**src/rtl/axis_reg_buffer.sv**
```systemverilog
// rtl/axis_reg_buffer.sv - two-entry AXI-Stream register slice (skid buffer), all outputs from flops
module axis_reg_buffer #(
    parameter int DATA_W = 4
) (
    input  logic              clk_i,
    input  logic              arstn_i,
    input  logic              tvalid_i,
    output logic              tready_o,
    input  logic [DATA_W-1:0] tdata_i,
    input  logic              tready_i,
    output logic              tvalid_o,
    output logic [DATA_W-1:0] tdata_o
);

    localparam logic [1:0] ST_EMPTY = 2'd0;
    localparam logic [1:0] ST_ONE   = 2'd1;
    localparam logic [1:0] ST_FULL  = 2'd2;

    logic [1:0]        state_q, state_d;
    logic [DATA_W-1:0] main_q, main_d;
    logic [DATA_W-1:0] skid_q, skid_d;
    logic              tready_q, tready_d;
    logic              tvalid_q, tvalid_d;
    logic              in_fire;
    logic              out_fire;

    assign in_fire  = tvalid_i & tready_q;
    assign out_fire = tvalid_q & tready_i;

    always_comb begin
        state_d = state_q;
        main_d  = main_q;
        skid_d  = skid_q;
        case (state_q)
            ST_EMPTY: begin
                if (in_fire) begin
                    main_d  = tdata_i;
                    state_d = ST_ONE;
                end
            end
            ST_ONE: begin
                if (in_fire && out_fire) begin
                    main_d = tdata_i;
                end else if (in_fire) begin
                    skid_d  = tdata_i;
                    state_d = ST_FULL;
                end else if (out_fire) begin
                    state_d = ST_EMPTY;
                end
            end
            ST_FULL: begin
                // tready_o is low here, so only the drain side can move
                if (out_fire) begin
                    main_d  = skid_q;
                    state_d = ST_ONE;
                end
            end
            default: begin
                state_d = ST_EMPTY;
            end
        endcase
    end

    // Handshake outputs are flops carrying the next state's decode, so no
    // combinational path runs from tready_i to tready_o or tvalid_i to tvalid_o.
    always_comb begin
        tready_d = (state_d != ST_FULL);
        tvalid_d = (state_d != ST_EMPTY);
    end

    always_ff @(posedge clk_i or negedge arstn_i) begin
        if (!arstn_i) begin
            state_q  <= ST_EMPTY;
            main_q   <= '0;
            skid_q   <= '0;
            tready_q <= 1'b0;
            tvalid_q <= 1'b0;
        end else begin
            state_q  <= state_d;
            main_q   <= main_d;
            skid_q   <= skid_d;
            tready_q <= tready_d;
            tvalid_q <= tvalid_d;
        end
    end

    assign tready_o = tready_q;
    assign tvalid_o = tvalid_q;
    assign tdata_o  = main_q;

endmodule

```
**config.mk**
```make
export PLATFORM = sky130hd
export DESIGN_NAME = axis_reg_buffer
export DESIGN_NICKNAME = d
export VERILOG_FILES = /design/src/rtl/axis_reg_buffer.sv
export SDC_FILE = /design/constraint.sdc
export NUM_CORES = 1
export LEC_CHECK = 0
export ABC_AREA = 0
export BUFFER_PORTS_ARGS = -buffer_cell sky130_fd_sc_hd__buf_2
export CAP_MARGIN = 20
export CORE_ASPECT_RATIO = 1.4
export CORE_MARGIN = 1
export CORE_UTILIZATION = 25
export CTS_CLUSTER_SIZE = 40
export DETAILED_ROUTE_END_ITERATION = 8
export GPL_TIMING_DRIVEN = 0
export HOLD_SLACK_MARGIN = 0.15
export PLACE_DENSITY_LB_ADDON = 0.2
export SYNTH_ARGS = -nofsm -noshare
export SYNTH_HDL_FRONTEND = slang
export SYNTH_SLANG_ARGS = --single-unit
```
**constraint.sdc**
```tcl
create_clock -name clk_i -period 3.75 [get_ports clk_i]
set_input_delay 0.375 -clock clk_i [delete_from_list [all_inputs] [get_ports clk_i]]
set_output_delay 0.375 -clock clk_i [all_outputs]
set_load 0.01 [all_outputs]
```
==> reports/qor.txt <==
Vias in the first global route - 400
Final Util - 32.0%
Pre-CTS setup slack - 2.24 ns
Clk_lat worst skew - 0.27 ns
CTS tree - built
Setup Skew - 0.00455 ns
Via/cell ratio - 4.78
Fin worst setup slack - 2.25 ns
Antenna cells - 0
Max VDD drop - 306 µV
Post-Syn Nets - 49
Worst hold path class - in -> reg
Largest net degree at the start of global routing - 13
HP Start - tdata_i[2]
Max Cap Violations - 0
Area Overhead vs Synth - 22.2%
Crit. End Element - flip-flop
Lkg Pwr - 0.326 nW
Cells after DPL - 76
Setup TNS - 0 ns
Drt first pass iters - 4
CP arrival - 1.65 ns
Fin. max-slew vios - 0
CP required - 3.90 ns
Total power - 0.553 mW
WL/cell - 12.4 µm
Routed WL - 989 µm
Reg2reg start - state_q[0]
Antenna-violating nets left - 0
Power per Cell Area - 802 nW/µm²
Initial Util - 26.2%
Crit Reg-Reg Endpoint - tdata_o[0]
Final Cycle Share - 40.0%
Final setup viols - 0
Die span in x - 42.2 µm
Placed cell area - 657 µm²
Post-layout min period - 1.50 ns
Hold EP - skid_q[2]
CP Launch Type - flip-flop
Synth Cell Area - 564 µm²
Synth Instances - 41
Hold Vio Cnt, Final - 0
Die area - 2450 µm²
Reg2reg path depth - 5
Post-DP HPWL - 695 µm
Number of cell rows - 20
Avg Cell Area, Syn - 13.8 µm²
Via count - 382
FF+latch count, synth - 12
Status - complete, no violations
Area of the multi-input gates - 249 µm²
CP Class - reg -> reg
H-tree levels - 1
Crit path max fanout - 8
Iter 0 DRT Violations - 5
Slew margin rel. - 78.8%
CTS Sinks - 12
Final instance area - 689 µm²
DRC viols - 0
Die Ht - 58.2 µm
Initial antenna violation count - 0
Worst-Margin Slew - 0.316 ns
Final cell count without fillers - 80
RSZ-0062 raised after global routing - false
CTS buffer count - 3
Achievable clock frequency - 667 MHz
Hold Path Stages - 2
Setup bufs post-CTS - 0
Max clock buf depth - 2
Layout cells sized above 1 - 53.4%
First-pass GRT wire length - 1.64 mm
Reg-to-reg setup timing slack - 2.25 ns
Hold_ws - 0.349 ns
Routability cong. - 0.608
Synth unique cells - 16
Core area - 2150 µm²
Register area - 300 µm²
I/O pin total - 14
Root buffer cell - clkbuf_4
Remaining Overflow, GRT - 0
Yosys Warn Count - 0
Final net count - 68
Post-synthesis sequential area ratio - 53.2%
Total track usage - 9.35%
IO Port Bufs - 13
# fillers - 226
CTS clk-pin slew, worst paths - 0.07 ns
registers in the layout (all words and copies together), names as in the netlist:
signal and count:
state_q 2, tvalid_o 1, tready_o 1, tdata_o 4
skid_q 4
cells in the final DEF, fill, tap and decap left out, drive strengths merged:
master	netlist	routed
o21a	2	2
mux2	12	12
o2bb2ai	1	1
nand3	2	2
dfrtp	12	12
nand2b	1	1
a21boi	1	1
nand2	2	2
nor3	1	1
o21ai	3	3
buf	1	14
inv	1	1
clkbuf	0	3
nor2	1	1
dlygate4sd3	0	1
a21oi	1	1
per-layer routing:
metal	share of wire, %	vias to the layer above	track usage (%)	wire [µm]
met4	0.61	0	6.70	6
met3	4.8	2	2.80	47
li1	-	180	-	-
met1	43	189	9.77	425
met2	52	11	15.8	510
met5	0	-	0	0
power breakdown:
group / switching (mW) / total [mW] / internal [mW]
combinational: 0.107 / 0.241 / 0.134
sequential: 0.0397 / 0.235 / 0.195
clock: 0.0399 / 0.0770 / 0.0371
worst max-delay path by stage:
stage / start / to / slack, ns
after floorplan: state_q[0] / tdata_o[0] / 2.39
after global placement: state_q[0] / tdata_o[2] / 2.26
after detailed placement: state_q[0] / tdata_o[0] / 2.24
after CTS: state_q[0] / tdata_o[0] / 2.22
after global routing: state_q[0] / tdata_o[3] / 2.16
final: state_q[0] / tdata_o[0] / 2.25
cells in the mapped netlist:
cell type | n | share of area (%)
a21boi_0 | 1 | 1.3
a21oi_4 | 1 | 2.9
o2bb2ai_1 | 1 | 1.6
dfrtp_1 | 12 | 53
buf_6 | 1 | 2.0
o21ai_2 | 1 | 1.6
nand2_1 | 2 | 1.3
nand2b_1 | 1 | 1.1
nor2_1 | 1 | 0.66
o21a_1 | 2 | 2.7
mux2_2 | 8 | 16
nand3_1 | 2 | 1.8
mux2_4 | 4 | 11
inv_1 | 1 | 0.66
o21ai_0 | 2 | 1.8
nor3_1 | 1 | 0.89
layout make-up:
class,instances,share of cell area (%)
Inverter,1,0.544
Multi-Input combinational cell,27,36.1
Timing Repair Buffer,14,10.9
Tap cell,22,3.99
Clock buffer,3,3.27
Sequential cell,12,43.6
Buffer,1,1.63
logic make-up after synthesis:
group | after synthesis | share of synthesized area (%)
simple gates | 7 | 5.76
buf+inv | 2 | 2.66
flops | 12 | 53.2
compound gates | 8 | 11.8
mux | 12 | 26.6
timing repair:
item,CTS,global route
endpoints found under the setup margin,0,0
hold buffers,1,0
endpoints found under the hold margin,12,0
resized for setup,0,0
critical path, stage by stage (launching register included):
cell      delay (ns)
dfrtp_1         0.43
nand2b_1        0.15
buf_6           0.15
o21ai_2         0.09
a21oi_4         0.22
mux2_2          0.35
Note: power is estimated with default switching activity, not from simulation.
